**src/rtl/uart_rx_deser.sv**
```systemverilog
// uart_rx_deser: oversampling UART receive deserializer feeding the RBR/LSR
// register block. Synchronises rx, qualifies the start bit, majority-votes
// each bit around mid-bit, assembles 5-8 data bits with optional parity and
// reports each character as a one-cycle valid pulse with error status.
//
// state    | meaning
// ---------+-------------------------------------------------------------
// S_IDLE   | line idle; waiting for a low sample while armed
// S_START  | start bit in progress; mid-bit vote rejects glitches
// S_DATA   | data bits, LSB first, bcnt selects the bit position
// S_PARITY | parity bit (only when parity was enabled at frame start)
// S_STOP   | stop bit; status is decided at the mid-bit vote
module uart_rx_deser #(
  parameter int SYNC_STAGES = 2,
  parameter int OVERSAMPLE  = 16
) (
  input  logic       PCLK,
  input  logic       PRESETn,
  input  logic       baud_tick,
  input  logic       rx,
  input  logic [1:0] lcr_wls,
  input  logic       lcr_pen,
  input  logic       lcr_eps,
  output logic [7:0] rx_data,
  output logic       rx_valid,
  output logic       rx_parity_err,
  output logic       rx_frame_err,
  output logic       rx_break,
  output logic       rx_active
);

  localparam int TW = $clog2(OVERSAMPLE);

  localparam logic [TW-1:0] L_TLAST = TW'(OVERSAMPLE - 1);
  localparam logic [TW-1:0] L_SMP0  = TW'(OVERSAMPLE / 2 - 1);
  localparam logic [TW-1:0] L_SMP1  = TW'(OVERSAMPLE / 2);
  localparam logic [TW-1:0] L_VOTE  = TW'(OVERSAMPLE / 2 + 1);
  localparam logic [TW-1:0] L_ONE   = TW'(1);

  typedef enum logic [2:0] {
    S_IDLE   = 3'd0,
    S_START  = 3'd1,
    S_DATA   = 3'd2,
    S_PARITY = 3'd3,
    S_STOP   = 3'd4
  } t_state;

  logic [SYNC_STAGES-1:0] r_sync;
  t_state                 r_state;
  logic [TW-1:0]          r_tcnt;
  logic [2:0]             r_bcnt;
  logic                   r_s0;
  logic                   r_s1;
  logic [7:0]             r_shift;
  logic                   r_par;
  logic                   r_armed;
  logic [1:0]             r_cfg_wls;
  logic                   r_cfg_pen;
  logic                   r_cfg_eps;
  logic [7:0]             r_rx_data;
  logic                   r_rx_valid;
  logic                   r_parity_err;
  logic                   r_frame_err;
  logic                   r_break;

  logic                   w_rxs;
  logic                   w_vote;
  logic                   w_last;
  logic                   w_maj;
  logic [2:0]             w_last_bit;
  logic                   w_xor;
  logic                   w_parity_err;
  logic                   w_break;

  // Input synchroniser; flops reset to the idle (mark) level so reset never
  // looks like a start bit.
  always_ff @(posedge PCLK or negedge PRESETn) begin
    if (!PRESETn) begin
      r_sync <= '1;
    end else begin
      r_sync <= {r_sync[SYNC_STAGES-2:0], rx};
    end
  end

  assign w_rxs = r_sync[SYNC_STAGES-1];

  // Vote point and bit-end point within the current bit
  assign w_vote = baud_tick && (r_tcnt == L_VOTE);
  assign w_last = baud_tick && (r_tcnt == L_TLAST);

  // 2-of-3 majority: two earlier captures plus the live sample at the vote
  assign w_maj = (r_s0 & r_s1) | (r_s0 & w_rxs) | (r_s1 & w_rxs);

  // Index of the final data bit: wls 00..11 -> 4..7
  assign w_last_bit = 3'({1'b0, r_cfg_wls}) + 3'd4;

  // Unused upper data bits stay 0, so they do not disturb the parity sum
  assign w_xor        = ^{r_shift, r_par};
  assign w_parity_err = r_cfg_pen & (r_cfg_eps ? w_xor : ~w_xor);
  assign w_break      = (r_shift == 8'h00) & (~r_cfg_pen | ~r_par) & ~w_maj;

  // Receive FSM with tick counter, bit counter, sampling and status outputs
  always_ff @(posedge PCLK or negedge PRESETn) begin
    if (!PRESETn) begin
      r_state      <= S_IDLE;
      r_tcnt       <= '0;
      r_bcnt       <= '0;
      r_s0         <= 1'b1;
      r_s1         <= 1'b1;
      r_shift      <= '0;
      r_par        <= 1'b0;
      r_armed      <= 1'b1;
      r_cfg_wls    <= '0;
      r_cfg_pen    <= 1'b0;
      r_cfg_eps    <= 1'b0;
      r_rx_data    <= '0;
      r_rx_valid   <= 1'b0;
      r_parity_err <= 1'b0;
      r_frame_err  <= 1'b0;
      r_break      <= 1'b0;
    end else begin
      r_rx_valid <= 1'b0;
      if (baud_tick) begin
        if (r_state == S_IDLE) begin
          if (w_rxs) begin
            r_armed <= 1'b1;
          end else if (r_armed) begin
            // Config is frozen for the whole frame
            r_cfg_wls <= lcr_wls;
            r_cfg_pen <= lcr_pen;
            r_cfg_eps <= lcr_eps;
            r_tcnt    <= L_ONE;
            r_bcnt    <= '0;
            r_shift   <= '0;
            r_par     <= 1'b0;
            r_state   <= S_START;
          end
        end else begin
          r_tcnt <= r_tcnt + L_ONE;
          if (r_tcnt == L_SMP0) begin
            r_s0 <= w_rxs;
          end
          if (r_tcnt == L_SMP1) begin
            r_s1 <= w_rxs;
          end
          case (r_state)
            S_START: begin
              if (w_vote && w_maj) begin
                r_tcnt  <= '0;
                r_state <= S_IDLE;
              end else if (w_last) begin
                r_bcnt  <= '0;
                r_state <= S_DATA;
              end
            end
            S_DATA: begin
              if (w_vote) begin
                r_shift[r_bcnt] <= w_maj;
              end
              if (w_last) begin
                if (r_bcnt == w_last_bit) begin
                  r_state <= r_cfg_pen ? S_PARITY : S_STOP;
                end else begin
                  r_bcnt <= r_bcnt + 3'd1;
                end
              end
            end
            S_PARITY: begin
              if (w_vote) begin
                r_par <= w_maj;
              end
              if (w_last) begin
                r_state <= S_STOP;
              end
            end
            S_STOP: begin
              // Leave at mid stop bit to gain half a bit of resync margin
              if (w_vote) begin
                r_rx_data    <= r_shift;
                r_rx_valid   <= 1'b1;
                r_parity_err <= w_parity_err;
                r_frame_err  <= ~w_maj;
                r_break      <= w_break;
                r_armed      <= w_maj;
                r_tcnt       <= '0;
                r_state      <= S_IDLE;
              end
            end
            default: begin
              r_tcnt  <= '0;
              r_state <= S_IDLE;
            end
          endcase
        end
      end
    end
  end

  assign rx_data       = r_rx_data;
  assign rx_valid      = r_rx_valid;
  assign rx_parity_err = r_parity_err;
  assign rx_frame_err  = r_frame_err;
  assign rx_break      = r_break;
  assign rx_active     = (r_state != S_IDLE);

endmodule

```
**config.mk**
```make
export PLATFORM = sky130hd
export DESIGN_NAME = uart_rx_deser
export DESIGN_NICKNAME = d
export VERILOG_FILES = /design/src/rtl/uart_rx_deser.sv
export SDC_FILE = /design/constraint.sdc
export NUM_CORES = 1
export LEC_CHECK = 0
export BUFFER_PORTS_ARGS = -buffer_cell sky130_fd_sc_hd__clkbuf_2
export CORE_MARGIN = 5
export CORE_UTILIZATION = 30
export CTS_BUF_LIST = sky130_fd_sc_hd__clkbuf_4
export CTS_CLUSTER_DIAMETER = 80
export DETAILED_ROUTE_END_ITERATION = 10
export SYNTH_ARGS = -nofsm -noshare
export SYNTH_HDL_FRONTEND = slang
export SYNTH_SLANG_ARGS = --single-unit
```
**constraint.sdc**
```tcl
create_clock -name PCLK -period 3.3 [get_ports PCLK]
set_clock_uncertainty 0.1 [all_clocks]
set_input_delay 0.165 -clock PCLK [delete_from_list [all_inputs] [get_ports PCLK]]
set_output_delay 0.165 -clock PCLK [all_outputs]
set_load 0.02 [all_outputs]
```
Word-level counts from Yosys, hierarchy flattened
Index checks and enable logic that the tools add are counted.

storage, ports and cells
  register bits after elaboration = 40
  bits of input ports = 8
  output and inout port bits = 13
  logic and storage cells = 127

operators by class
  $lt $le $gt $ge = 2
  reduce and logical (&&, ||, !) cells = 24
  add/subtract/negate cells = 3
  equality and inequality tests = 20
  bitwise operators = 15
  multiplexer cells = 46

operators by type and width
  cell                   number
  $mux W3                17
  $mux W8                5
  $ne A3 B3 Y1 const B   7
  $mux W4                5
  $reduce_and A8 Y1      2
  $mux W1                14
  $eq A4 B4 Y1 const B   3
  $pmux W3 S4            1
  $pmux W4 S3            1
  $reduce_and A4 Y1      3
  $reduce_and A5 Y1      2
  $reduce_and A3 Y1      3
  $reduce_xor A9 Y1      1
  $bwmux W8              1
  $logic_not A8 Y1       1
  $reduce_bool A2 Y1     4
  $and A1 B1 Y1          6
  $eq A3 B2 Y1 const B   2
  $ne A2 B2 Y1 const B   3
  $not A1 Y1             6
  $pmux W3 S2            1
  $reduce_bool A3 Y1     2
  $add A4 B1 Y4 const B  1
  $eq A4 B3 Y1 const B   1
  other kinds (13)       18

Depth between registers and ports, before layout
  depth after elaboration = 8
  depth in mapped cells = 8
  gate-level depth less buffers = 6

Worst setup path before layout
Ideal clock, no wire load.

  path kind = register to register
  start = reg r_tcnt[0]
  end = reg r_rx_data[6] (netlist: rx_data[6])
  stages on the path, launching flop included = 7
  required time = 3.075 ns
  data arrival time = 1.558 ns
  buffers on the path = 2
  setup time = 0.125 ns
  slack = 1.517 ns
  period minus slack after synthesis = 1.783 ns
  path through = dfrtp_1 ha_1 and4b_1 buf_4 nand3_4 buf_2 mux2_2

on the way
  longest elaborated chain between the ends = 3

ends and longest elaborated chain
  item                         line  text
  start: declaration           50    logic [TW-1:0] r_tcnt;
  start signal: assignment     139   r_tcnt <= r_tcnt + L_ONE;
  $eq A4 B4 Y1                 88    assign w_vote = baud_tick && (r_tcnt == L_VOTE);
  $logic_and A1 B1 Y1          88
  $reduce_and A4 Y1 (no line)  n/a
  end signal: assignment       179   r_rx_data <= r_shift;
  end: declaration             60    logic [7:0] r_rx_data;

No other way between the ends.
A chain may end at the register's enable or synchronous reset.

Final worst setup path
  start = reg r_state[2]
  end = reg r_cfg_wls[1]

on the way
  longest elaborated chain between the ends = 2

ends and longest elaborated chain
  item                         line  text
  start: declaration           49    t_state r_state;
  start signal: assignment     162   r_state <= r_cfg_pen ? S_PARITY : S_STOP;
  $logic_not A3 Y1             124   if (r_state == S_IDLE) begin
  $reduce_and A4 Y1 (no line)  n/a
  end signal: assignment       129   r_cfg_wls <= lcr_wls;
  end: declaration             57    logic [1:0] r_cfg_wls;

No other way between the ends.

==> insert_results.sql <==
INSERT INTO impl_metrics (metric_group, metric, value, unit) VALUES
('min_path', 'timing.hold.worst.class', 'primary input to flop', ''),
('clocking', 'clk_pin_slew', '130', 'ps'),
('min_path', 'startpoint_of_the_lowest_slack_hold_path', 'baud_tick', ''),
('synthesis', 'net_count_of_the_mapped_netlist', '223', ''),
('clocking', 'cts_max_level', '2', ''),
('pwr', 'p_leak', '0.00106', 'uW'),
('grt', 'antenna_found_initial', '0', ''),
('worst_setup_path', 'critical-path-max-stage-delay', '580', 'ps'),
('route', 'per_cell_routed_wire_length', '13.7', 'um'),
('clocking', 'cts_buffers', '5', ''),
('min_path', 'min_delay_worst_endpoint', 'r_tcnt[0]', ''),
('route', 'route.met2.wl', '2.04', 'mm'),
('synthesis', 'yosys_warnings', '0', ''),
('route', 'viasPerCell', '5.18', ''),
('timing', 'report.final.setup_viol', '0', ''),
('timing', 'timing.slew.headroom', '0.332', ''),
('floorplan', 'effective_utilization_at_floorplan', '0.305', ''),
('clocking', 'cts-resized-gates', '0', ''),
('clocking', 'clock_path_buffers', '2', ''),
('pwr', 'fin_total_pwr', '1450', 'uW'),
('cells_and_area', 'finalNetCount', '243', ''),
('floorplan', 'die_area', '9100', 'um2'),
('synthesis', 'synth_cell_type_count', '53', ''),
('synthesis', 'netlist_area', '2190', 'um2'),
('timing', 'final_period_minus_worst_setup_slack', '2040', 'ps'),
('floorplan', 'chip_height', '95.4', 'um'),
('route', 'wl_met3', '239', 'um'),
('min_path', 'worst_hold_path.num_cells', '2', ''),
('timing', 'final_min_period_over_clock_period', '0.618', ''),
('timing', 'unrepaired_setup_endpoints_after_global_routing', 'false', ''),
('clocking', 'cts_sinks', '40', ''),
('pwr', 'power_density', '585', 'nW/um2'),
('timing', 'maxSlewViolCount', '0', ''),
('grt', 'global_route.overflow_total', '0', ''),
('timing', 'worst_pin_slew', '1000', 'ps'),
('placement', 'global_placer_s_final_weighted_congestion', '0.825', ''),
('worst_setup_path', 'worst-setup-path-type', 'flop to flop', ''),
('worst_setup_path', 'r2r_slack', '1260', 'ps'),
('route', 'top_layer_used', 'met4', ''),
('floorplan', 'dieWidth', '95.4', 'um'),
('clocking', 'cts_tree', 'built', ''),
('outcome', 'outcome', 'finished, final reports clean', ''),
('route', 'vias', '1713', ''),
('synthesis', 'synth-seq-area-share', '0.461', ''),
('grt', 'global_route.usage.total', '0.111', ''),
('grt', 'grt_first_pass_wirelength', '7.77', 'mm'),
('floorplan', 'io_pins', '21', ''),
('synthesis', 'ys_ff_latch', '40', ''),
('synthesis', 'synth_top_cells_by_area', 'dfrtp_1 40%, mux2_2 6.7%, dfstp_2 6.0%', ''),
('cells_and_area', 'final.fill_count', '739', ''),
('route', 'wl_met1', '2.17', 'mm'),
('synthesis', 'postSynthAreaPerCell', '10.4', 'um2'),
('worst_setup_path', 'most_used_cell_along_the_critical_path', 'nor3_2', ''),
('run', 'drv.max_cap_violation_count', '0', ''),
('worst_setup_path', 'worstRegToRegCells', '4', ''),
('worst_setup_path', 'path_max_fanout', '15', ''),
('worst_setup_path', 'worstSetupStartpointType', 'flop', ''),
('worst_setup_path', 'endpoint_type_of_the_worst_setup_path', 'flop', ''),
('route', 'route.detailed.drc', '0', ''),
('worst_setup_path', 'rr_endpoint', 'r_cfg_wls[1]', ''),
('floorplan', 'core_region_area', '7180', 'um2'),
('grt', 'maximum_number_of_pins_on_one_net_before_global_route_repair', '41', ''),
('timing', 'holdWs', '101', 'ps'),
('route', 'first_drt_pass_iteration_count', '4', ''),
('floorplan', 'std_cell_rows', '31', ''),
('synthesis', 'synth_top_area_share', '0.400', ''),
('timing', 'totalNegativeSetupSlack', '0', 'ps'),
('worst_setup_path', 'cpMaxStageDelayCell', 'dfrtp_1', ''),
('synthesis', 'postSynth.asyncResetShare', '1.00', ''),
('synthesis', 'post-synth-top-area-cell', 'dfrtp_1', ''),
('pwr', 'vdd_ir_drop_max', '190', 'uV');
per-stage QoR:
step / cell area, um2 / utilization
5_1_grt: 2480 / 0.345
2_1_floorplan: 2190 / -
6_report: 2480 / 0.345
4_1_cts: 2480 / 0.345
3_5_place_dp: 2340 / 0.326
3_3_place_gp: 2340 / 0.326
metal layers:
metal	vias to the layer above	GRT usage
li1	826	-
met1	826	0.149
met2	55	0.169
met3	6	0.0268
met4	0	0.0498
met5	-	0
sequential cells by signal, summed over array words and instances, names as in the netlist, 2 cells and up:
register	cells
r_tcnt	4
rx_data	8
r_cfg_wls	2
r_sync	2
r_bcnt	3
r_state	3
r_shift	8
critical path: cells and delay by family, from the launching register on:
family	cells	cell delay (ps)
AND/OR/NAND/NOR	2	730
buffers and inverters	1	150
multiplexers	1	380
flip-flops	1	580
worst max path at each step:
stage | cells after the start | slack (ps) | startpoint | to
final | 4 | 1260 | r_state[2] | r_cfg_wls[1]
after global routing | 4 | 1000 | r_state[1] | r_shift[6]
after CTS | 4 | 1240 | r_state[2] | r_cfg_eps
after detailed placement | 4 | 1260 | r_state[2] | r_cfg_eps
after global placement | 4 | 1290 | r_state[2] | r_cfg_wls[1]
after floorplan | 6 | 1520 | r_tcnt[0] | rx_data[6]
kinds of logic after synthesis:
group | count (synthesis) | share of synthesized area
muxes | 13 | 0.0669
xor gates and xnor gates | 10 | 0.0463
adders and majority gates | 5 | 0.0280
and+or+nand+nor | 61 | 0.156
AOI/OAI and AO/OA | 60 | 0.192
DFF | 40 | 0.461
buffers and inverters | 22 | 0.0498
Yosys cell counts (3+ instances only):
master / count
dfrtp_1: 35
a21oi_1: 7
nor4_1: 3
o211ai_1: 4
nor3_1: 8
mux2_2: 13
nand2b_1: 5
a31oi_1: 3
ha_1: 4
nand4_1: 3
clkbuf_1: 4
nand2_1: 16
nand3_1: 10
buf_2: 6
o2bb2ai_1: 8
inv_1: 9
xnor2_1: 9
o21ai_0: 17
dfstp_2: 5
nor2_1: 5
final cells by class:
class,count,area (um2),area share
Clock buffer,5,37.5,0.0152
Tap cell,99,124,0.0500
Multi-Input combinational cell,149,1070,0.433
Clock inverter,3,42.5,0.0172
Inverter,9,33.8,0.0136
Timing Repair Buffer,26,160,0.0647
Sequential cell,40,1010,0.407
repair_timing:
| item | in CTS | in global routing |
|---|---|---|
| endpoints found under the hold margin | 40 | 0 |
| hold buffers | 6 | 0 |
| buffers inserted | 0 | 0 |
power by group:
part           internal, uW  switching [uW]
Sequential              572             110
Clock                   158             176
Combinational           199             233
Total                   930             519
Power figures use the tool's default switching activity.
